==> src/rtl/time_display_pkg.sv <==
// Shared constants for the six-digit time display driver.
// Mode encodings, active-low segment codes and decimal split helpers.
package time_display_pkg;

   localparam logic [1:0] MODE_RUN      = 2'b00;
   localparam logic [1:0] MODE_SET_SEC  = 2'b01;
   localparam logic [1:0] MODE_SET_MIN  = 2'b10;
   localparam logic [1:0] MODE_SET_HOUR = 2'b11;

   // Segment order {g,f,e,d,c,b,a}, 0 = lit.
   localparam logic [6:0] SEG_0     = 7'b1000000;
   localparam logic [6:0] SEG_1     = 7'b1111001;
   localparam logic [6:0] SEG_2     = 7'b0100100;
   localparam logic [6:0] SEG_3     = 7'b0110000;
   localparam logic [6:0] SEG_4     = 7'b0011001;
   localparam logic [6:0] SEG_5     = 7'b0010010;
   localparam logic [6:0] SEG_6     = 7'b0000010;
   localparam logic [6:0] SEG_7     = 7'b1111000;
   localparam logic [6:0] SEG_8     = 7'b0000000;
   localparam logic [6:0] SEG_9     = 7'b0010000;
   localparam logic [6:0] SEG_DASH  = 7'b0111111;
   localparam logic [6:0] SEG_BLANK = 7'b1111111;

   function automatic logic [3:0] tens_of(input logic [5:0] v);
      return 4'(v / 6'd10);
   endfunction

   function automatic logic [3:0] ones_of(input logic [5:0] v);
      return 4'(v % 6'd10);
   endfunction

endpackage

==> src/rtl/seg7_encode.sv <==
// Decimal digit to active-low 7-segment pattern.
// A set dash flag overrides the digit.
module seg7_encode
   import time_display_pkg::*;
(
   input  logic [3:0] digit,
   input  logic       dash,
   output logic [6:0] seg
);

   always_comb begin
      seg = SEG_BLANK;
      if (dash) begin
         seg = SEG_DASH;
      end else begin
         case (digit)
            4'd0:    seg = SEG_0;
            4'd1:    seg = SEG_1;
            4'd2:    seg = SEG_2;
            4'd3:    seg = SEG_3;
            4'd4:    seg = SEG_4;
            4'd5:    seg = SEG_5;
            4'd6:    seg = SEG_6;
            4'd7:    seg = SEG_7;
            4'd8:    seg = SEG_8;
            4'd9:    seg = SEG_9;
            default: seg = SEG_BLANK;
         endcase
      end
   end

endmodule

==> src/rtl/time_display.sv <==
// Multiplexed six-digit HH:MM:SS driver for a common-anode display.
// Time and mode are captured once per frame; the field being set blinks.
module time_display
   import time_display_pkg::*;
#(
   parameter int DWELL      = 8_333,
   parameter int BLINK_HALF = 12_500_000
) (
   input  logic       clk,
   input  logic       reset,
   input  logic [5:0] hours,
   input  logic [5:0] mins,
   input  logic [5:0] secs,
   input  logic [1:0] mode,
   output logic [5:0] an,
   output logic [6:0] seg,
   output logic       dp
);

   localparam int DW = (DWELL > 1) ? $clog2(DWELL) : 1;
   localparam int BW = (BLINK_HALF > 1) ? $clog2(BLINK_HALF) : 1;

   logic [DW-1:0] dwell;
   logic [BW-1:0] bcnt;
   logic [2:0]    idx;
   logic          phase;
   logic [5:0]    snap_h;
   logic [5:0]    snap_m;
   logic [5:0]    snap_s;
   logic [1:0]    snap_mode;

   logic          dwell_wrap;
   logic          blink_wrap;
   logic [5:0]    field;
   logic          dash;
   logic [3:0]    digit;
   logic          sel;
   logic          blank;
   logic [6:0]    enc;
   logic [5:0]    an_nxt;
   logic [6:0]    seg_nxt;
   logic          dp_nxt;

   assign dwell_wrap = (dwell == DW'(DWELL - 1));
   assign blink_wrap = (bcnt == BW'(BLINK_HALF - 1));

   // Field select and decimal split; idx[0] picks the tens digit.
   always_comb begin
      field = snap_h;
      dash  = 1'b0;
      case (idx)
         3'd0, 3'd1: begin
            field = snap_s;
            dash  = (snap_s > 6'd59);
         end
         3'd2, 3'd3: begin
            field = snap_m;
            dash  = (snap_m > 6'd59);
         end
         default: begin
            field = snap_h;
            dash  = (snap_h > 6'd23);
         end
      endcase
      digit = idx[0] ? tens_of(field) : ones_of(field);
   end

   seg7_encode u_enc (
      .digit (digit),
      .dash  (dash),
      .seg   (enc)
   );

   always_comb begin
      sel = 1'b0;
      case (snap_mode)
         MODE_SET_SEC:  sel = (idx == 3'd0) || (idx == 3'd1);
         MODE_SET_MIN:  sel = (idx == 3'd2) || (idx == 3'd3);
         MODE_SET_HOUR: sel = (idx == 3'd4) || (idx == 3'd5);
         default:       sel = 1'b0;
      endcase
      blank   = !phase && sel;
      an_nxt  = blank ? 6'b111111 : ~(6'b000001 << idx);
      seg_nxt = blank ? SEG_BLANK : enc;
      dp_nxt  = blank || !((idx == 3'd2) || (idx == 3'd4));
   end

   always_ff @(posedge clk) begin
      if (reset) begin
         dwell     <= '0;
         idx       <= '0;
         bcnt      <= '0;
         phase     <= 1'b1;
         snap_h    <= '0;
         snap_m    <= '0;
         snap_s    <= '0;
         snap_mode <= MODE_RUN;
         an        <= 6'b111111;
         seg       <= SEG_BLANK;
         dp        <= 1'b1;
      end else begin
         if (dwell_wrap) begin
            dwell <= '0;
            idx   <= (idx == 3'd5) ? 3'd0 : idx + 3'd1;
         end else begin
            dwell <= dwell + DW'(1);
         end
         if (dwell_wrap && idx == 3'd5) begin
            snap_h    <= hours;
            snap_m    <= mins;
            snap_s    <= secs;
            snap_mode <= mode;
         end
         if (blink_wrap) begin
            bcnt  <= '0;
            phase <= ~phase;
         end else begin
            bcnt <= bcnt + BW'(1);
         end
         an  <= an_nxt;
         seg <= seg_nxt;
         dp  <= dp_nxt;
      end
   end

endmodule
==> config.mk <==
export PLATFORM = sky130hd
export DESIGN_NAME = time_display
export DESIGN_NICKNAME = d
export VERILOG_FILES = /design/src/rtl/time_display_pkg.sv /design/src/rtl/seg7_encode.sv /design/src/rtl/time_display.sv
export SDC_FILE = /design/constraint.sdc
export NUM_CORES = 1
export LEC_CHECK = 0
export CAP_MARGIN = 40
export CORE_ASPECT_RATIO = 1.25
export CORE_MARGIN = 2
export CORE_UTILIZATION = 52
export CTS_CLUSTER_SIZE = 12
export DETAILED_ROUTE_END_ITERATION = 10
export GPL_TIMING_DRIVEN = 1
export PLACE_DENSITY = 0.76
export SLEW_MARGIN = 40
export SYNTH_ARGS = -nofsm -noshare
export SYNTH_HDL_FRONTEND = slang
export SYNTH_SLANG_ARGS = --single-unit
==> constraint.sdc <==
create_clock -name clk -period 3.7 [get_ports clk]
set_clock_uncertainty 0.15 [all_clocks]
set_input_delay 0.555 -clock clk [delete_from_list [all_inputs] [get_ports clk]]
set_output_delay 0.555 -clock clk [all_outputs]
set_load 0.05 [all_outputs]
==> impl_metrics.env, run 1 <==
export IMPL_outcome="finished clean"
export IMPL_synth_compound_area_share=0.160
export IMPL_cp_end_kind="flop"
export IMPL_synth_xor_area_frac=0.0739
export IMPL_yosys_area_top_type="dfxtp_1"
export IMPL_clock_fmax_ghz=0.282
export IMPL_setup_viol=0
export IMPL_clk_latency_ps=340
export IMPL_finalMaxSlewViolations=0
export IMPL_setup_tns_ps=0
export IMPL_synth_top_area_share=0.401
export IMPL_io_buffers=35
export IMPL_required_ps=3750
export IMPL_cts_sink_count=76
export IMPL_synthMuxAreaShare=0.0261
export IMPL_io_pins=36
export IMPL_hpwl_um=5840
export IMPL_rows=34
export IMPL_synth_top_family_by_area="simple AND/OR/NAND/NOR gates"
export IMPL_pre_cts_slack_ps=-43.8
export IMPL_yosys_warnings=0
export IMPL_antenna_cells=0
export IMPL_antenna_found_initial=0
export IMPL_synth_edf_count=0
export IMPL_synth_distinct_cells=61
export IMPL_coreArea_um2=7020
export IMPL_groute_usage_overall=0.220
export IMPL_fin_crit_ps=3550
export IMPL_ys_async_sr_fraction=0
export IMPL_drive_gt1_frac=0.153
export IMPL_cts_clk_slew_worst_paths_ps=80
export IMPL_yosys_top_cells_area="dfxtp_1 (40%), nand2_1 (6.6%), xor2_1 (5.1%)"
export IMPL_vias=3282
export IMPL_power_per_cell_area_nw_per_um2=351
export IMPL_cap_violations=0
export IMPL_die_w_um=80.4
export IMPL_slew_headroom=0.530
export IMPL_via_per_inst=5.47
export IMPL_start_kind="flop"
export IMPL_initial_core_util=0.540
export IMPL_first_pass_iters=4
export IMPL_cts_buffers=9
export IMPL_clockBufferDepth=2
export IMPL_setup_ws_ps=154
export IMPL_drc=0
export IMPL_finalHoldViolations=0
export IMPL_wl_per_cell_um=13.5
export IMPL_arrival_ps=3600
export IMPL_layout_commonest_cell="dfxtp_1"
export IMPL_synth_nets=486
export IMPL_synthCells=454
export IMPL_htree_levels=3
export IMPL_final_util=0.672
export IMPL_first_iter_violations=174
export IMPL_synthFlopType="dfxtp_1"
export IMPL_hold_class="flop to flop"
export IMPL_die_area_um2=8000
export IMPL_p_leak_nw=1.72
export IMPL_post_synth_and_or_nand_nor_area_fraction=0.262
export IMPL_root_buffer="clkbuf_8"
export IMPL_ant_nets=0
export IMPL_synthAdderAreaFrac=0.0330
export IMPL_syn_avg_cell_area_um2=8.35
export IMPL_cts_tree="yes"
export IMPL_ir_drop_mv=0.332
export IMPL_die_height_um=99.5
export IMPL_wirelength_um=8120
export IMPL_area_growth_pct=24.4
export IMPL_seq_area_frac_synth=0.401
export IMPL_finalInstanceArea_um2=4720
export IMPL_crit_path_max_fanout=9
export IMPL_grt_pass1_wl_um=14100
export IMPL_syn_area_um2=3790
export IMPL_gp_congestion=0.858
export IMPL_finalNetCount=537
export IMPL_grt_max_degree=30
export IMPL_ys_seq_elements=76
export IMPL_grt_overflow=0
export IMPL_grt_pass1_vias=3298
export IMPL_tightest_slew_ps=702
export IMPL_dpl_cell_area_um2=4330
export IMPL_crit_type="flop to flop"
export IMPL_mostFrequentLayoutCells="dfxtp_1 (75), nand2_1 (67), nor2_1 (51)"
export IMPL_finalCritPeriodShare=0.958
## path summary, 6_finish.rpt
kind / cells after the start / end / slack, ps / from
min: 2 / snap_h[2] / 320 / snap_h[2]
min reg2reg: 2 / snap_h[2] / 320 / snap_h[2]
max: 16 / seg[4] / 150 / idx[1]
max reg2reg: 16 / seg[4] / 150 / idx[1]
## report_power, final
group,switching [W],internal [W],total (W)
clock,0.000301,0.000445,0.000747
combinational,0.0000386,0.0000352,0.0000738
sequential,0.00000725,0.000827,0.000834
## cell type report
cell class | count | area, µm²
clock buffers | 9 | 124
fillers | 562 | 2300
well taps | 90 | 113
inverters | 19 | 76.3
clock inverters | 7 | 115
multi-input cells | 341 | 2240
flip-flops and latches | 76 | 1520
repair buffers | 58 | 531
## synthesized netlist by cell type, drive strengths merged (3+ instances only)
cell type,number
nand4,10
nor3b,3
nand2,67
a21oi,31
and3,9
inv,19
xnor2,10
nor3,11
o211ai,3
mux2i,8
a31oi,10
nand2b,3
a22oi,3
a211oi,4
nor2,51
ha,10
and2,10
nand3,20
a221oi,3
o22ai,4
buf,5
or3,6
clkbuf,13
o21ai,15
dfxtp,76
xor2,22
nor2b,5
## layer usage
layer / vias up / track usage / wire [µm]
met5: - / 0 / 0
met3: 17 / 0.0408 / 235
met1: 1539 / 0.250 / 3480
met4: 0 / 0.107 / 184
li1: 1672 / - / -
met2: 54 / 0.389 / 4210
## worst max-delay path: stages (launching register included)
cell and delay, ps:
dfxtp_2 320, and2_4 170, ha_4 190, and2_1 160
a31oi_1 180, and2_4 190, inv_4 60, ha_4 280
inv_1 70, o22ai_2 150, a221oi_2 80, or2_4 250
ha_4 160, a211oi_4 310, mux2_4 370, a211oi_2 220
o21ai_1 80
## metrics by stage
stage	total power, W	hold slack [ps]	std cells
detailed placement	0.000928	308	576
CTS	0.00167	319	592
global route	0.00171	334	600
floorplan	0.000891	280	454
finish	0.00165	317	600
global placement	0.000926	293	576
## logic make-up after synthesis
logic type | after synthesis
buffers and inverters | 37
AOI/OAI and AO/OA | 85
and+or+nand+nor | 205
DFF | 76
adders and majority gates | 10
muxes | 9
xor gates and xnor gates | 32
## sequential cells by signal (all words and copies together) (netlist names)
| name | cells |
|---|---|
| an | 6 |
| bcnt | 24 |
| dp | 1 |
| dwell | 14 |
| idx | 3 |
| phase | 1 |
| seg | 7 |
| snap_h | 6 |
| snap_m | 6 |
| snap_mode | 2 |
| snap_s | 6 |
## repair_timing
action,4_1_cts,5_1_grt
hold buffers,0,0
resized for setup,4,12
gates cloned,0,0
endpoints found under the setup margin,1,7
buffers inserted,0,7
pin swaps,1,9
Power figures use the tool's default switching activity.
==> inputs of run 2 (changes only) <==
--- a/config.mk
+++ b/config.mk
@@ -5,9 +5,8 @@
 export SDC_FILE = /design/constraint.sdc
 export NUM_CORES = 1
 export LEC_CHECK = 0
-export CAP_MARGIN = 40
+export CAP_MARGIN = 20
 export CORE_ASPECT_RATIO = 1.25
-export CORE_MARGIN = 2
 export CORE_UTILIZATION = 52
 export CTS_CLUSTER_SIZE = 12
 export DETAILED_ROUTE_END_ITERATION = 10
==> run 2 against run 1 <==
- wire length up 2.4%
- die area down 4.4%
- critical endpoint unchanged
- count of clock-buffer cells in the layout up 1
- design area down 1.4%
- sequential share of layout area up 0.45 points
- flip-flop and latch count unchanged
- highest routed layer unchanged
==> impl_metrics.env, run 2 (synthesis gave the netlist of run 1 again) <==
export IMPL_die_area_um2=7640
export IMPL_slowest_stage="mux2_4"
export IMPL_clk_latency_ps=350
export IMPL_grt_pass1_vias=3292
export IMPL_first_pass_iters=4
export IMPL_area_growth_pct=22.7
export IMPL_postCtsSetupBuffers=0
export IMPL_io_pins=36
export IMPL_finalInstanceArea_um2=4650
export IMPL_ir_drop_mv=0.264
export IMPL_finalNetCount=533
export IMPL_htree_levels=3
export IMPL_initial_core_util=0.540
export IMPL_start_kind="flop"
export IMPL_cap_violations=0
export IMPL_root_buffer="clkbuf_8"
export IMPL_final_cells=596
export IMPL_arrival_ps=3650
export IMPL_rows=34
export IMPL_die_w_um=78.4
export IMPL_coreArea_um2=7020
export IMPL_cts_sink_count=76
export IMPL_setup_viol=0
export IMPL_fillers=585
export IMPL_clockBufferDepth=2
export IMPL_antenna_cells=0
export IMPL_largest_register="bcnt"
export IMPL_hold_class="flop to flop"
export IMPL_hpwl_um=6080
export IMPL_grt_pass1_wl_um=14500
export IMPL_seqPwrFrac=0.512
export IMPL_seq_area_um2=1520
export IMPL_cpPeakStageDelay_ps=370
export IMPL_slew_headroom=0.544
export IMPL_cts_clk_slew_worst_paths_ps=90
export IMPL_clock_fmax_ghz=0.279
export IMPL_multi_input_area_um2=2220
export IMPL_wl_per_cell_um=14.0
export IMPL_top_regs="bcnt (24), dwell (14), seg (7)"
export IMPL_antenna_found_initial=0
export IMPL_finalHoldViolations=0
export IMPL_layout_commonest_cell="dfxtp_1"
export IMPL_combPwrFrac=0.046
export IMPL_dpl_cell_area_um2=4350
export IMPL_critPathBufInv=3
export IMPL_fin_crit_ps=3580
export IMPL_via_per_inst=5.55
export IMPL_crit_family="compound AO/OA/AOI/OAI gates"
export IMPL_ant_nets=0
export IMPL_outcome="finished clean"
export IMPL_drive_gt1_frac=0.140
export IMPL_grt_overflow=0
export IMPL_first_iter_violations=122
export IMPL_p_leak_nw=1.68
export IMPL_io_buffers=35
export IMPL_path_cells="buf_4 -> and2b_1 -> a31oi_1 -> and2_4 -> inv_4 -> ha_4 -> inv_1 -> o22ai_1 -> a221oi_2 -> or2_4 -> ha_4 -> a211oi_4 -> mux2_4 -> a211oi_1 -> o21ai_1"
export IMPL_p_total_w=0.00163
export IMPL_cts_tree="yes"
export IMPL_swShare=0.223
export IMPL_grt_max_degree=30
export IMPL_required_ps=3760
export IMPL_clkPwrFrac=0.443
export IMPL_drc=0
export IMPL_finalCritPeriodShare=0.968
export IMPL_worst_path_most_repeated_cell="ha_4"
export IMPL_cp_end_kind="flop"
export IMPL_final_util=0.663
export IMPL_vias=3306
export IMPL_p_sw_w=0.000363
export IMPL_cts_buffers=9
export IMPL_crit_path_max_fanout=13
export IMPL_finalMaxSlewViolations=0
export IMPL_largest_reg_flops=24
export IMPL_placed_cells=579
export IMPL_gp_congestion=0.876
export IMPL_mostFrequentLayoutCells="dfxtp_1 (75), nand2_1 (67), nor2_1 (51)"
export IMPL_tightest_slew_ps=679
export IMPL_crit_type="flop to flop"
export IMPL_power_per_cell_area_nw_per_um2=350
export IMPL_setup_tns_ps=0
export IMPL_p_int_w=0.00127
export IMPL_groute_usage_overall=0.237
export IMPL_wirelength_um=8320
export IMPL_die_height_um=97.5
[run 2: area by class of cell]
| class | instances | area share |
|---|---|---|
| Multi-Input combinational cell | 341 | 0.476 |
| Sequential cell | 76 | 0.327 |
| Timing Repair Buffer | 54 | 0.107 |
| Clock buffer | 10 | 0.0296 |
| Tap cell | 90 | 0.0242 |
| Clock inverter | 6 | 0.0202 |
| Inverter | 19 | 0.0159 |
[run 2: worst paths after layout]
check / start / end / slack [ps] / cells past startpoint
hold reg to reg: snap_s[1] / snap_s[1] / 320 / 2
setup / recovery: idx[0] / seg[4] / 120 / 15
hold / removal: snap_s[1] / snap_s[1] / 320 / 2
setup reg to reg: idx[0] / seg[4] / 120 / 15
[run 2: per-stage QoR]
stage,hold slack [ps],setup slack (ps)
global route,340,-49.8
CTS,318,5.16
global placement,291,84.7
floorplan,280,10.0
detailed placement,304,14.6
finish,315,117
[run 2: timing repair]
item / in CTS / in global routing
gates resized for setup: 0 / 10
setup endpoints to repair: 0 / 7
hold buffers: 0 / 0
[run 2: worst min-delay path: stages, from the launching register on]
cell     delay (ps)
dfxtp_1         320
nand2_1          50
a21oi_1          50
[run 2: layer usage]
layer	global-route usage	wire, µm	up-vias
met2	0.428	4420	56
met1	0.264	3450	1559
met3	0.0488	245	20
met4	0.101	193	0
li1	-	-	1671
met5	0	0	-
[run 2: power groups by stage]
stage          Combinational [W]  Clock, W  Sequential [W]
3_3_place_gp           0.0000732         0        0.000853
2_1_floorplan          0.0000239         0        0.000867
3_5_place_dp           0.0000745         0        0.000853
6_report               0.0000743  0.000721        0.000834
5_1_grt                0.0000818  0.000773        0.000835
4_1_cts                0.0000749  0.000736        0.000834
